$ cat config.mk
export PLATFORM = sky130hd
export DESIGN_NAME = kamus_decode_queue
export DESIGN_NICKNAME = d
export VERILOG_FILES = /design/src/rtl/omer_pkg.sv /design/src/rtl/kamus_decoder.sv /design/src/rtl/kamus_decode_queue.sv
export SDC_FILE = /design/constraint.sdc
export NUM_CORES = 1
export LEC_CHECK = 0
export BUFFER_PORTS_ARGS = -buffer_cell sky130_fd_sc_hd__buf_4
export CORE_ASPECT_RATIO = 1.1
export CORE_UTILIZATION = 25
export CTS_CLUSTER_SIZE = 40
export DETAILED_ROUTE_END_ITERATION = 16
export PLACE_DENSITY = 0.44
export SLEW_MARGIN = 20
export SYNTH_ARGS = -nofsm -noshare
export SYNTH_HDL_FRONTEND = slang
export SYNTH_SLANG_ARGS = --single-unit
$ cat constraint.sdc
create_clock -name clk_i -period 9.44 [get_ports clk_i]
set_input_delay 1.888 -clock clk_i [delete_from_list [all_inputs] [get_ports clk_i]]
set_output_delay 1.888 -clock clk_i [all_outputs]
set_load 0.005 [all_outputs]
$ cat src/rtl/omer_pkg.sv
// ---------------------------------------------------------------------------
// omer_pkg
// Shared types and encoding constants for the kamus decode queue.
// Contents:
//   operation_e     : decoded operation, INVALID marks an illegal instruction
//   instr_decoded_t : raw register/function fields of an instruction
//   csr_e           : CSR addresses the decoder knows about
//   imm_fmt_e       : immediate format selector
//   OPC_* / F3_* / F12_* : opcode, funct3 and funct12 encodings
//   csr_supported() : whether a CSR address is implemented
// ---------------------------------------------------------------------------
package omer_pkg;

  typedef enum logic [5:0] {
    INVALID,
    LUI, AUIPC, JAL, JALR,
    BEQ, BNE, BLT, BGE, BLTU, BGEU,
    LB, LH, LW, LD, LBU, LHU, LWU,
    SB, SH, SW, SD,
    ADD, SUB, SLL, SLT, SLTU, XOR, SRL, SRA, OR, AND,
    FENCE, FENCE_I,
    ECALL, EBREAK, MRET, WFI,
    CSRRW, CSRRS, CSRRC, CSRRWI, CSRRSI, CSRRCI
  } operation_e;

  typedef struct packed {
    logic [6:0] opcode;
    logic [4:0] rd;
    logic [2:0] func3;
    logic [4:0] rs1;
    logic [4:0] rs2;
    logic [6:0] func7;
  } instr_decoded_t;

  typedef enum logic [11:0] {
    CSR_MSTATUS   = 12'h300,
    CSR_MISA      = 12'h301,
    CSR_MIE       = 12'h304,
    CSR_MTVEC     = 12'h305,
    CSR_MSCRATCH  = 12'h340,
    CSR_MEPC      = 12'h341,
    CSR_MCAUSE    = 12'h342,
    CSR_MTVAL     = 12'h343,
    CSR_MIP       = 12'h344,
    CSR_MCYCLE    = 12'hB00,
    CSR_MCYCLEH   = 12'hB80,
    CSR_CYCLE     = 12'hC00,
    CSR_TIME      = 12'hC01,
    CSR_CYCLEH    = 12'hC80,
    CSR_TIMEH     = 12'hC81,
    CSR_MVENDORID = 12'hF11,
    CSR_MARCHID   = 12'hF12,
    CSR_MIMPID    = 12'hF13,
    CSR_MHARTID   = 12'hF14
  } csr_e;

  typedef enum logic [2:0] {
    IMM_I, IMM_S, IMM_B, IMM_U, IMM_J, IMM_Z, IMM_NONE
  } imm_fmt_e;

  // Major opcodes (bits [1:0] = 2'b11 are part of every legal opcode)
  localparam logic [6:0] OPC_LUI      = 7'b0110111;
  localparam logic [6:0] OPC_AUIPC    = 7'b0010111;
  localparam logic [6:0] OPC_JAL      = 7'b1101111;
  localparam logic [6:0] OPC_JALR     = 7'b1100111;
  localparam logic [6:0] OPC_BRANCH   = 7'b1100011;
  localparam logic [6:0] OPC_LOAD     = 7'b0000011;
  localparam logic [6:0] OPC_STORE    = 7'b0100011;
  localparam logic [6:0] OPC_OP_IMM   = 7'b0010011;
  localparam logic [6:0] OPC_OP       = 7'b0110011;
  localparam logic [6:0] OPC_MISC_MEM = 7'b0001111;
  localparam logic [6:0] OPC_SYSTEM   = 7'b1110011;

  localparam logic [2:0] F3_BEQ  = 3'b000;
  localparam logic [2:0] F3_BNE  = 3'b001;
  localparam logic [2:0] F3_BLT  = 3'b100;
  localparam logic [2:0] F3_BGE  = 3'b101;
  localparam logic [2:0] F3_BLTU = 3'b110;
  localparam logic [2:0] F3_BGEU = 3'b111;

  localparam logic [2:0] F3_LB  = 3'b000;
  localparam logic [2:0] F3_LH  = 3'b001;
  localparam logic [2:0] F3_LW  = 3'b010;
  localparam logic [2:0] F3_LD  = 3'b011;
  localparam logic [2:0] F3_LBU = 3'b100;
  localparam logic [2:0] F3_LHU = 3'b101;
  localparam logic [2:0] F3_LWU = 3'b110;

  localparam logic [2:0] F3_SB = 3'b000;
  localparam logic [2:0] F3_SH = 3'b001;
  localparam logic [2:0] F3_SW = 3'b010;
  localparam logic [2:0] F3_SD = 3'b011;

  localparam logic [2:0] F3_ADD  = 3'b000;
  localparam logic [2:0] F3_SLL  = 3'b001;
  localparam logic [2:0] F3_SLT  = 3'b010;
  localparam logic [2:0] F3_SLTU = 3'b011;
  localparam logic [2:0] F3_XOR  = 3'b100;
  localparam logic [2:0] F3_SRL  = 3'b101;
  localparam logic [2:0] F3_OR   = 3'b110;
  localparam logic [2:0] F3_AND  = 3'b111;

  localparam logic [2:0] F3_PRIV   = 3'b000;
  localparam logic [2:0] F3_CSRRW  = 3'b001;
  localparam logic [2:0] F3_CSRRS  = 3'b010;
  localparam logic [2:0] F3_CSRRC  = 3'b011;
  localparam logic [2:0] F3_RSVD   = 3'b100;
  localparam logic [2:0] F3_CSRRWI = 3'b101;
  localparam logic [2:0] F3_CSRRSI = 3'b110;
  localparam logic [2:0] F3_CSRRCI = 3'b111;

  localparam logic [11:0] F12_ECALL  = 12'h000;
  localparam logic [11:0] F12_EBREAK = 12'h001;
  localparam logic [11:0] F12_WFI    = 12'h105;
  localparam logic [11:0] F12_MRET   = 12'h302;

  // User counters are always present; the machine set only with machine mode.
  function automatic logic csr_supported(input logic [11:0] addr,
                                         input logic        machine_mode);
    logic ok;
    ok = 1'b0;
    case (addr)
      CSR_CYCLE, CSR_TIME, CSR_CYCLEH, CSR_TIMEH:
        ok = 1'b1;
      CSR_MSTATUS, CSR_MISA, CSR_MIE, CSR_MTVEC, CSR_MSCRATCH, CSR_MEPC,
      CSR_MCAUSE, CSR_MTVAL, CSR_MIP, CSR_MCYCLE, CSR_MCYCLEH,
      CSR_MVENDORID, CSR_MARCHID, CSR_MIMPID, CSR_MHARTID:
        ok = machine_mode;
      default:
        ok = 1'b0;
    endcase
    return ok;
  endfunction

endpackage

$ cat src/rtl/kamus_decoder.sv
// ---------------------------------------------------------------------------
// kamus_decoder
// Purely combinational RV32I/RV64I base decoder.
// Ports:
//   instr_i     : raw 32-bit instruction
//   operation_o : decoded operation (INVALID when illegal)
//   fields_o    : opcode/rd/func3/rs1/rs2/func7 slices
//   imm_o       : XLEN-wide immediate, sign-extended from instr[31]
//                 (CSR ops carry the zero-extended rs1 field as uimm)
//   illegal_o   : operation_o == INVALID
// ---------------------------------------------------------------------------
import omer_pkg::*;

module kamus_decoder #(
  parameter int XLEN         = 32,
  parameter int MACHINE_MODE = 1
) (
  input  logic [31:0]      instr_i,
  output operation_e       operation_o,
  output instr_decoded_t   fields_o,
  output logic [XLEN-1:0]  imm_o,
  output logic             illegal_o
);

  localparam logic IS64 = (XLEN == 64);
  localparam logic MM   = (MACHINE_MODE != 0);

  logic [6:0]  opcode;
  logic [2:0]  funct3;
  logic [6:0]  funct7;
  logic [4:0]  rd;
  logic [4:0]  rs1;
  logic [11:0] funct12;
  imm_fmt_e    fmt;
  logic        csr_write;
  logic        shift_ok;
  logic [31:0] imm32;

  assign opcode  = instr_i[6:0];
  assign rd      = instr_i[11:7];
  assign funct3  = instr_i[14:12];
  assign rs1     = instr_i[19:15];
  assign funct7  = instr_i[31:25];
  assign funct12 = instr_i[31:20];

  always_comb begin
    fields_o        = '0;
    fields_o.opcode = opcode;
    fields_o.rd     = rd;
    fields_o.func3  = funct3;
    fields_o.rs1    = rs1;
    fields_o.rs2    = instr_i[24:20];
    fields_o.func7  = funct7;
  end

  // Immediate shifts: shamt is 5 bits on RV32, so instr[25] must be clear
  // there; instr[30] selects arithmetic right shift and is checked per-op.
  assign shift_ok = (instr_i[31] == 1'b0) && (instr_i[29:26] == 4'b0000) &&
                    (IS64 || !instr_i[25]);

  always_comb begin
    operation_o = INVALID;
    fmt         = IMM_NONE;
    // CSRRW/CSRRWI always write; set/clear forms write only with a nonzero source
    csr_write   = (funct3[1:0] == 2'b01) || (rs1 != 5'd0);
    case (opcode)
      OPC_LUI:   begin operation_o = LUI;   fmt = IMM_U; end
      OPC_AUIPC: begin operation_o = AUIPC; fmt = IMM_U; end
      OPC_JAL:   begin operation_o = JAL;   fmt = IMM_J; end
      OPC_JALR: begin
        fmt = IMM_I;
        if (funct3 == 3'b000) operation_o = JALR;
      end
      OPC_BRANCH: begin
        fmt = IMM_B;
        case (funct3)
          F3_BEQ:  operation_o = BEQ;
          F3_BNE:  operation_o = BNE;
          F3_BLT:  operation_o = BLT;
          F3_BGE:  operation_o = BGE;
          F3_BLTU: operation_o = BLTU;
          F3_BGEU: operation_o = BGEU;
          default: operation_o = INVALID;
        endcase
      end
      OPC_LOAD: begin
        fmt = IMM_I;
        case (funct3)
          F3_LB:   operation_o = LB;
          F3_LH:   operation_o = LH;
          F3_LW:   operation_o = LW;
          F3_LBU:  operation_o = LBU;
          F3_LHU:  operation_o = LHU;
          F3_LD:   operation_o = IS64 ? LD : INVALID;
          F3_LWU:  operation_o = IS64 ? LWU : INVALID;
          default: operation_o = INVALID;
        endcase
      end
      OPC_STORE: begin
        fmt = IMM_S;
        case (funct3)
          F3_SB:   operation_o = SB;
          F3_SH:   operation_o = SH;
          F3_SW:   operation_o = SW;
          F3_SD:   operation_o = IS64 ? SD : INVALID;
          default: operation_o = INVALID;
        endcase
      end
      OPC_OP_IMM: begin
        fmt = IMM_I;
        case (funct3)
          F3_ADD:  operation_o = ADD;   // no SUBI: instr[30] is immediate data here
          F3_SLT:  operation_o = SLT;
          F3_SLTU: operation_o = SLTU;
          F3_XOR:  operation_o = XOR;
          F3_OR:   operation_o = OR;
          F3_AND:  operation_o = AND;
          F3_SLL:  operation_o = (shift_ok && !instr_i[30]) ? SLL : INVALID;
          F3_SRL:  operation_o = !shift_ok ? INVALID : (instr_i[30] ? SRA : SRL);
          default: operation_o = INVALID;
        endcase
      end
      OPC_OP: begin
        fmt = IMM_NONE;
        if (funct7 == 7'b0000000) begin
          case (funct3)
            F3_ADD:  operation_o = ADD;
            F3_SLL:  operation_o = SLL;
            F3_SLT:  operation_o = SLT;
            F3_SLTU: operation_o = SLTU;
            F3_XOR:  operation_o = XOR;
            F3_SRL:  operation_o = SRL;
            F3_OR:   operation_o = OR;
            F3_AND:  operation_o = AND;
            default: operation_o = INVALID;
          endcase
        end else if (funct7 == 7'b0100000) begin
          case (funct3)
            F3_ADD:  operation_o = SUB;
            F3_SRL:  operation_o = SRA;
            default: operation_o = INVALID;
          endcase
        end
      end
      OPC_MISC_MEM: begin
        fmt = IMM_NONE;
        if (funct3[2:1] == 2'b00) operation_o = funct3[0] ? FENCE_I : FENCE;
      end
      OPC_SYSTEM: begin
        if (funct3 == F3_PRIV) begin
          fmt = IMM_NONE;
          if ((rd == 5'd0) && (rs1 == 5'd0)) begin
            case (funct12)
              F12_ECALL:  operation_o = ECALL;
              F12_EBREAK: operation_o = EBREAK;
              F12_MRET:   operation_o = MM ? MRET : INVALID;
              F12_WFI:    operation_o = MM ? WFI : INVALID;
              default:    operation_o = INVALID;
            endcase
          end
        end else if (funct3 != F3_RSVD) begin
          fmt = IMM_Z;
          // csr[11:10] == 2'b11 marks a read-only CSR
          if (csr_supported(funct12, MM) &&
              !(csr_write && (funct12[11:10] == 2'b11))) begin
            case (funct3)
              F3_CSRRW:  operation_o = CSRRW;
              F3_CSRRS:  operation_o = CSRRS;
              F3_CSRRC:  operation_o = CSRRC;
              F3_CSRRWI: operation_o = CSRRWI;
              F3_CSRRSI: operation_o = CSRRSI;
              F3_CSRRCI: operation_o = CSRRCI;
              default:   operation_o = INVALID;
            endcase
          end
        end
      end
      default: operation_o = INVALID;
    endcase
  end

  // Build a 32-bit immediate first, then widen by replicating bit 31.
  always_comb begin
    imm32 = '0;
    case (fmt)
      IMM_I: imm32 = {{20{instr_i[31]}}, instr_i[31:20]};
      IMM_S: imm32 = {{20{instr_i[31]}}, instr_i[31:25], instr_i[11:7]};
      IMM_B: imm32 = {{19{instr_i[31]}}, instr_i[31], instr_i[7],
                      instr_i[30:25], instr_i[11:8], 1'b0};
      IMM_U: imm32 = {instr_i[31:12], 12'b0};
      IMM_J: imm32 = {{11{instr_i[31]}}, instr_i[31], instr_i[19:12],
                      instr_i[20], instr_i[30:21], 1'b0};
      IMM_Z: imm32 = {27'b0, instr_i[19:15]};
      default: imm32 = '0;
    endcase
  end

  assign imm_o     = {{(XLEN-31){imm32[31]}}, imm32[30:0]};
  assign illegal_o = (operation_o == INVALID);

endmodule

$ cat src/rtl/kamus_decode_queue.sv
// ---------------------------------------------------------------------------
// kamus_decode_queue
// DEPTH-entry FIFO between fetch and execute. Each instruction is decoded as
// it is accepted and stored with its PC; the head entry is presented to
// execute from registered storage (one cycle after the push, no bypass).
// Ports:
//   clk_i, rst_i        : clock, synchronous active-high reset
//   flush_i             : drop every queued entry (reset has priority)
//   instr_valid_i/instr_ready_o, instr_i, pc_i : fetch-side handshake
//   dec_valid_o/dec_ready_i : execute-side handshake
//   operation_o, instr_o, imm_o, pc_o, illegal_o : head entry contents
//   count_o             : occupancy, 0..DEPTH
// ---------------------------------------------------------------------------
import omer_pkg::*;

module kamus_decode_queue #(
  parameter int DEPTH        = 4,
  parameter int XLEN         = 32,
  parameter int MACHINE_MODE = 1
) (
  input  logic                     clk_i,
  input  logic                     rst_i,
  input  logic                     flush_i,
  input  logic                     instr_valid_i,
  output logic                     instr_ready_o,
  input  logic [31:0]              instr_i,
  input  logic [XLEN-1:0]          pc_i,
  output logic                     dec_valid_o,
  input  logic                     dec_ready_i,
  output operation_e               operation_o,
  output instr_decoded_t           instr_o,
  output logic [XLEN-1:0]          imm_o,
  output logic [XLEN-1:0]          pc_o,
  output logic                     illegal_o,
  output logic [$clog2(DEPTH):0]   count_o
);

  localparam int PW = $clog2(DEPTH);
  localparam int CW = PW + 1;

  typedef struct packed {
    operation_e      op;
    instr_decoded_t  fields;
    logic [XLEN-1:0] imm;
    logic [XLEN-1:0] pc;
    logic            illegal;
  } entry_t;

  entry_t          entries_q [DEPTH];
  entry_t          wr_entry;
  entry_t          head;
  logic [PW-1:0]   rd_ptr_q, rd_ptr_d;
  logic [PW-1:0]   wr_ptr_q, wr_ptr_d;
  logic [CW-1:0]   count_q, count_d;
  logic            push;
  logic            pop;

  operation_e      dec_op;
  instr_decoded_t  dec_fields;
  logic [XLEN-1:0] dec_imm;
  logic            dec_illegal;

  kamus_decoder #(
    .XLEN         (XLEN),
    .MACHINE_MODE (MACHINE_MODE)
  ) u_decoder (
    .instr_i     (instr_i),
    .operation_o (dec_op),
    .fields_o    (dec_fields),
    .imm_o       (dec_imm),
    .illegal_o   (dec_illegal)
  );

  // Handshake depends only on stored occupancy: no ready/valid through-paths.
  assign instr_ready_o = (count_q < CW'(DEPTH));
  assign dec_valid_o   = (count_q != '0);
  assign push          = instr_valid_i && instr_ready_o;
  assign pop           = dec_valid_o && dec_ready_i;

  always_comb begin
    wr_entry         = '0;
    wr_entry.op      = dec_op;
    wr_entry.fields  = dec_fields;
    wr_entry.imm     = dec_imm;
    wr_entry.pc      = pc_i;
    wr_entry.illegal = dec_illegal;
  end

  always_comb begin
    rd_ptr_d = rd_ptr_q;
    wr_ptr_d = wr_ptr_q;
    count_d  = count_q;
    if (flush_i) begin
      rd_ptr_d = '0;
      wr_ptr_d = '0;
      count_d  = '0;
    end else begin
      // Pointers are exactly log2(DEPTH) bits, so increment wraps for free.
      if (push) wr_ptr_d = wr_ptr_q + PW'(1);
      if (pop)  rd_ptr_d = rd_ptr_q + PW'(1);
      case ({push, pop})
        2'b10:   count_d = count_q + CW'(1);
        2'b01:   count_d = count_q - CW'(1);
        default: count_d = count_q;
      endcase
    end
  end

  always_ff @(posedge clk_i) begin
    if (rst_i) begin
      rd_ptr_q <= '0;
      wr_ptr_q <= '0;
      count_q  <= '0;
    end else begin
      rd_ptr_q <= rd_ptr_d;
      wr_ptr_q <= wr_ptr_d;
      count_q  <= count_d;
    end
  end

  // Storage has no reset; stale contents are hidden by the count.
  always_ff @(posedge clk_i) begin
    if (push && !flush_i && !rst_i) begin
      entries_q[wr_ptr_q] <= wr_entry;
    end
  end

  assign head        = entries_q[rd_ptr_q];
  assign operation_o = head.op;
  assign instr_o     = head.fields;
  assign imm_o       = head.imm;
  assign pc_o        = head.pc;
  // Gated so an empty queue never reports a stale illegal entry.
  assign illegal_o   = dec_valid_o && head.illegal;
  assign count_o     = count_q;

endmodule

==> run summary, run 1 <==
The run finished with clean final reports. The post-synthesis async set-or-reset flop share came out at 0. The utilization after layout came out at 0.311. The aggregate global routing overflow is 0. In the synthesized netlist the dominant register cell turns out to be sky130_fd_sc_hd__edfxtp_1. The starting density of the core came out at 0.252. The number of clock sinks seen by CTS is between 400 and 500. The final antenna-violating net count is 0. The area of the core is around 0.066 mm².

The startpoint identified for the worst register-to-register timing path is count_o[2]. The via count of the routed design is 8,775. The initial antenna violation count came out at 3. The final count of hold timing violations is 0. After synthesis, the mean cell area works out to between 20 and 25 µm². The total I/O pin count came out at between 150 and 200. The sequential-to-total area share from yosys stat came out at 0.751.

The routed design has approximately 43,000 µm of wire. For this run, design rule violations remaining after detail routing come to 0. The total global routing track utilization is 0.125. The peak ir drop on the vdd network is 0.139 mV.

The clock edge transition at the registers on the reported setup and hold paths is around 0.060 ns. The quantity of gates resized following cts is 0. The startpoint type of the worst setup path is a flip-flop.

The worst-skew pair later-pin latency came out at a little under 0.6 ns. The die height is about 270 µm. The routed wire length per instance came out at 22.1 µm. The number of endpoints failing setup at the final stage is 0. The worst clock skew is between 0.02 and 0.025 ns.

The worst reg-to-reg setup slack is ~6.8 ns. The number of nets produced by synthesis is slightly above 900. The number of distinct standard cells referenced by the synthesized netlist came out at 66. After technology mapping, the gate count stands at 833. The critical path's most frequent cell is sky130_fd_sc_hd__buf_4. The average vias per placed instance came out at around 4.6. The summed instance area of the synthesized netlist is 0.0167 mm². The delay of the slowest cell on the worst path is about 0.85 ns. The maximum count of clock buffers along a single path came out at 3. The first detailed-routing pass took 5 iterations. The power per unit of standard cell area came out at around 200 mW/mm². The required arrival time at the worst endpoint came out at 7.55 ns. The count of H-tree levels built during CTS is 2. The tightest hold margin came out at 0.519 ns. The total negative slack for setup checks is 0 ns. In this run the worst hold path is classified as flip-flop to flip-flop. The worst pin sits at a relative slew slack of 0.303.

The final worst-path cycle share is 0.526. The root buffer cell chosen for the clock tree is sky130_fd_sc_hd__clkbuf_16. In this run the critical register-to-register path is captured at entries_q[0][55].

The worst setup path is captured at an output pin. The maximum achievable frequency came out at 0.202 GHz. The maximum fanout along the worst path came out at 36. The minimum clock period after layout came out at slightly below 5 ns. The yosys synthesis warning count is 0.

The signed area change from the synthesized netlist to the final layout is 23.3%. The via count of the first global-routing pass came to roughly 9,200. The transition time of the tightest slew-check pin came out at around 1.0 ns. The last weighted congestion value of the routability-driven placer came out at just under 0.9. The slowest stage of the critical path is the sky130_fd_sc_hd__dfxtp_4 cell. The first-pass GRT wire length came out at 62,700 µm.

The number of cell rows came out at 99. The detailed router's first-iteration violation count is 551. The final max-slew violation count came out at 0. After the last flow step, the layout net total stands at ~1,100.

Summed over all nets, the half-perimeter wirelength after detailed placement is around 27,000 µm. The endpoint of the worst setup timing path is instr_o[17]. Setup repair after global routing left no endpoint under its margin. The worst setup path category is flip-flop to output pin. Of the cells placed in the final design, the portion with a size suffix greater than 1 is 0.353. The number of enable flip-flop cells after synthesis came out at between 400 and 500. The number of clock buffers inserted by TritonCTS is between 40 and 50.

The maximum number of pins on one net before global-route repair came out at 43. The number of storage elements in the synthesis netlist came out at roughly 420. The die extent in x came out at 249 µm. The signal on the critical path passes through buf_4 > mux4_2 > buf_4. The count of input and output buffers came out at 176. The number of cells on the worst reg-to-reg path is 3. The floorplan die area came out at between 0.06 and 0.07 mm². 0 antenna diodes ended up in the layout. The worst path arrival time is 3.07 ns. The number of post-CTS setup repair buffers came out at 0.

In this run the static leakage power is around 7.0 nW. The clock tree from TritonCTS is built. The max-cap check violation count is 0. For this design, the CTS-stage hold fixing added 0 buffers.
## worst min-delay path by stage
stage	slack, ns	cells after the start	start	to
6_report	0.52	2	rd_ptr_q[1]	rd_ptr_q[1]
5_1_grt	0.55	2	rd_ptr_q[1]	rd_ptr_q[1]
4_1_cts	0.53	2	rd_ptr_q[1]	rd_ptr_q[1]
3_5_place_dp	0.51	2	rd_ptr_q[1]	flip-flop
3_3_place_gp	0.52	2	rd_ptr_q[1]	flip-flop
2_1_floorplan	0.48	2	rd_ptr_q[1]	flip-flop
## synthesized netlist by cell type, types with 3 or more instances
master,number,area [µm²]
sky130_fd_sc_hd__xor2_1,4,35.0
sky130_fd_sc_hd__or2_2,3,18.8
sky130_fd_sc_hd__nand3_1,14,70.1
sky130_fd_sc_hd__clkbuf_1,24,90.1
sky130_fd_sc_hd__nand4_1,4,25.0
sky130_fd_sc_hd__inv_1,17,63.8
sky130_fd_sc_hd__a22oi_1,7,52.6
sky130_fd_sc_hd__nor2_1,29,109
sky130_fd_sc_hd__a211oi_1,4,30.0
sky130_fd_sc_hd__nand2_1,27,101
sky130_fd_sc_hd__nor2b_1,6,37.5
sky130_fd_sc_hd__a21oi_1,12,60.1
sky130_fd_sc_hd__and2_1,10,62.6
sky130_fd_sc_hd__edfxtp_1,412,12400
sky130_fd_sc_hd__dfxtp_1,9,180
sky130_fd_sc_hd__nor4_1,7,43.8
sky130_fd_sc_hd__or3_1,5,31.3
sky130_fd_sc_hd__ha_1,9,113
sky130_fd_sc_hd__a21o_1,20,150
sky130_fd_sc_hd__a31oi_1,3,18.8
sky130_fd_sc_hd__o22ai_1,5,31.3
sky130_fd_sc_hd__buf_1,12,45.0
sky130_fd_sc_hd__o211ai_1,4,30.0
sky130_fd_sc_hd__nand2b_1,6,37.5
sky130_fd_sc_hd__and3_1,5,31.3
sky130_fd_sc_hd__nor3_1,12,60.1
sky130_fd_sc_hd__buf_2,4,20.0
sky130_fd_sc_hd__o21ai_0,8,40.0
sky130_fd_sc_hd__mux4_2,103,2320
## kinds of logic after synthesis
family	after synthesis	synth area share
DFF	421	0.751
and+or+nand+nor	150	0.0498
muxes	104	0.139
AOI/OAI and AO/OA	83	0.0349
buffers and inverters	59	0.0140
adders and majority gates	10	0.00793
xor gates and xnor gates	6	0.00314
## report_power, final
| group | internal [mW] | total, mW | switching (mW) | leakage [nW] |
|---|---|---|---|---|
| Combinational | 0.0793 | 0.181 | 0.101 | 2.25 |
| Sequential | 2.06 | 2.07 | 0.00672 | 3.95 |
| Clock | 1.07 | 1.83 | 0.757 | 0.759 |
| Total | 3.21 | 4.08 | 0.865 | 6.96 |
## critical path: cells and delay by family, from the launching register on
kind	cells	cell delay, ns
mux	1	0.70
flops	1	0.85
buf+inv	2	0.89
## sequential cells by signal, summed over array words and instances (netlist names), named ones only
register,count
count_o,3
rd_ptr_q,2
wr_ptr_q,2
entries_q,412
## layer usage
layer / vias up / global-route usage / routed length (µm)
li1: 3849 / - / -
met1: 4602 / 0.157 / 18200
met2: 231 / 0.210 / 21000
met3: 87 / 0.0315 / 2110
met4: 6 / 0.0441 / 1270
met5: - / 0 / 41
## layout by cell type, fill, tap and decap left out, types with 10 or more instances in the layout
master                        n
sky130_fd_sc_hd__a21o_1      20
sky130_fd_sc_hd__a21oi_1     12
sky130_fd_sc_hd__and2_1      10
sky130_fd_sc_hd__buf_4      188
sky130_fd_sc_hd__clkbuf_1    12
sky130_fd_sc_hd__clkbuf_16   48
sky130_fd_sc_hd__edfxtp_1   412
sky130_fd_sc_hd__inv_1       17
sky130_fd_sc_hd__mux4_2     103
sky130_fd_sc_hd__nand2_1     27
sky130_fd_sc_hd__nand3_1     14
sky130_fd_sc_hd__nor2_1      29
sky130_fd_sc_hd__nor3_1      12
## per-stage QoR
stage	setup WS [ns]	power, mW	area [µm²]	std cells
after floorplan	4.27	2.19	16700	833
after global placement	4.78	2.29	19100	1837
after global routing	4.15	4.23	20600	1926
after CTS	4.25	4.15	20600	1926
after detailed placement	4.69	2.30	19100	1837
final	4.48	4.08	20600	1926
## final cells by class
type | instances | area (µm²)
fill | 6418 | 45700
sequential | 421 | 12600
multi-input combinational | 353 | 3950
timing repair buffer | 188 | 1410
clock buffer | 62 | 1270
tap | 858 | 1070
clock inverter | 27 | 275
inverter | 17 | 63.8
Note: power is estimated with default switching activity, not from simulation.
==> inputs of run 2 (changes only) <==
Clock period 9.44 ns to 4.6 ns, I/O delays scaled along.
==> run summary, run 2 (synthesized netlist as in run 1, its figures left out) <==
The master cell of the clock root buffer is sky130_fd_sc_hd__clkbuf_16. STA classifies the critical path startpoint as a flip-flop. The peak ir drop on the vdd network came out at between 0.2 and 0.3 mV. Post-CTS repair changed the size of 0 cells. The total I/O pin count came out at 177. Along the worst path, the maximum fanout reaches 32.

The via count of the first global-routing pass is around 9,300. The number of flip-flops in the largest register is between 400 and 500. The minimum clock period after layout came out at 3.42 ns. The final worst-path cycle share came out at 0.743. The worst relative slew slack is 0.526. The library cell used most frequently in the layout, excluding fill and tap cells, is sky130_fd_sc_hd__edfxtp_1. The hold buffer count at cts is 0. The cell internal power dissipation came out at 6.40 mW. The library cells used most frequently in the layout, excluding fill and tap cells, are sky130_fd_sc_hd__edfxtp_1, sky130_fd_sc_hd__buf_4, sky130_fd_sc_hd__mux4_2. The floorplan die area came out at around 0.068 mm².

The count of input and output buffers is 176. The clock network fraction of design power came out at 0.431. The core region is 0.0663 mm². The leakage power came out at between 6 and 7 nW.

The first global-routing pass estimated around 63,000 µm of wire. The total DRC errors in the routed layout is 0. The worst setup path category is flip-flop to output pin. The final cell area excluding filler cells is roughly 0.021 mm². In this run the remaining antenna-violating nets after routing total 0. The worst path arrival time came out at 2.50 ns. The via count of the routed design is 8,769. Data on the critical path is required at its endpoint by approximately 3.7 ns.

The fraction of power spent switching nets is 0.214. STA classifies the critical path endpoint as an output pin. The share of final-layout standard cells stronger than drive strength 1 is 0.348. After detailed routing, the average wire length per cell comes to 22.3 µm. Setup repair after global routing left no endpoint under its margin.

Entering global routing, the biggest net connects 45 pins. The sequential share of power is 0.522. The initial utilization of the core area, before any placement, comes to 0.252.

The total wirelength of the detailed-routed design is 42,800 µm. TritonCTS built the clock tree. Counting flops per register, the top entry is entries_q. The maximum count of clock buffers along a single path came out at 3. The last weighted congestion value of the routability-driven placer is ~0.84. The half-perimeter wire length after detailed placement came out at 27,300 µm. The count of H-tree levels built during CTS came out at 2. The number of nets in the finished design is about 1,100. For this design the total switching power over the nets is approximately 1.7 mW. The average vias per placed instance came out at around 4.6. The total negative slack for setup checks came out at 0 ns. In the global route stage, overall resource usage came out at 0.126. The number of clock buffers added by TritonCTS is 47. The initial antenna violation count is 3.

The final max-slew violation count came out at 0. The clock edge transition at the registers on the reported setup and hold paths came out at about 0.06 ns. The number of clock sinks seen by CTS is between 400 and 500. For this design the ratio of total power to cell area is 394 mW/mm².

In this run the post-CTS setup repair buffer count came out at 0. The tightest hold margin came out at approximately 0.53 ns. The count of antenna diodes in the layout came out at 0.

The min-delay analysis places its worst path in the category flip-flop to flip-flop. The share of total power dissipated in combinational logic is 0.047. The number of cell rows came out at roughly 100. The number of iterations in the first detailed-routing pass is 5. For this block, the initial DRC count from the detailed router was approximately 570. The placed standard-cell area is between 0.015 and 0.02 mm².

From synthesis to final layout, the design area changed by 23.6%. Static timing analysis puts the maximum clock frequency at 0.293 GHz. For the pin with the worst max-slew slack, the measured transition is 0.704 ns. The number of endpoints failing setup at the final stage came out at 0. The worst-skew pair later-pin latency came out at just under 0.6 ns. The worst clock skew is roughly 0.012 ns. The max-cap check violation count came out at 0. The aggregate global routing overflow is 0.

The die height is roughly 270 µm. The run finished with clean final reports. The final count of hold timing violations is 0.

The die extent in x came out at between 200 and 250 µm.
[run 2: cell count changes in the layout (fill, tap and decap cells not counted), moves of 2 or more]
cell                         change
sky130_fd_sc_hd__clkinv_1        +4
sky130_fd_sc_hd__clkinvlp_4      +2
sky130_fd_sc_hd__buf_4           -8
sky130_fd_sc_hd__clkinv_2        -4
sky130_fd_sc_hd__clkinv_8        +2
sky130_fd_sc_hd__clkbuf_8        -2
sky130_fd_sc_hd__bufinv_16       -2
sky130_fd_sc_hd__clkinv_4        -3
sky130_fd_sc_hd__buf_12         +12
[run 2: routing by layer]
layer	routed length [µm]	global-route usage	vias to the layer above
li1	-	-	3858
met1	18000	0.155	4613
met2	21500	0.216	215
met3	2290	0.0329	79
met4	1090	0.0394	4
met5	28	0	-
[run 2: worst paths after layout]
path,cells after the start,endpoint,slack [ns],from
min reg2reg,2,rd_ptr_q[1],0.53,rd_ptr_q[1]
min,2,rd_ptr_q[1],0.53,rd_ptr_q[1]
max reg2reg,3,entries_q[1][3],2.30,count_o[2]
max,3,instr_o[17],1.18,flip-flop
[run 2: layout make-up]
| cell class | instances | area [µm²] |
|---|---|---|
| clock buffers | 58 | 1220 |
| flip-flops and latches | 421 | 12600 |
| fillers | 6389 | 45600 |
| inverters | 17 | 63.8 |
| repair buffers | 192 | 1590 |
| well taps | 858 | 1070 |
| clock inverters | 24 | 201 |
| multi-input cells | 353 | 3950 |
[run 2: critical path, stage by stage, from the launching register on]
cell                      delay [ns]
sky130_fd_sc_hd__dfxtp_4        0.66
sky130_fd_sc_hd__buf_12         0.34
sky130_fd_sc_hd__mux4_2         0.67
sky130_fd_sc_hd__buf_4          0.19
[run 2: through the flow]
stage / utilization / cells / total power [mW] / setup slack [ns]
2_1_floorplan: - / 833 / 4.50 / 0.397
3_3_place_gp: 0.290 / 1841 / 4.71 / 0.930
3_5_place_dp: 0.290 / 1841 / 4.72 / 0.786
4_1_cts: 0.312 / 1923 / 8.29 / 1.05
5_1_grt: 0.312 / 1923 / 8.44 / 0.995
6_report: 0.312 / 1923 / 8.14 / 1.18
[run 2: power groups by stage]
stage,clock (mW),sequential (mW),combinational (mW)
4_1_cts,3.65,4.25,0.391
6_report,3.51,4.25,0.380
3_5_place_dp,0,4.33,0.389
2_1_floorplan,0,4.33,0.169
5_1_grt,3.77,4.25,0.415
3_3_place_gp,0,4.33,0.386
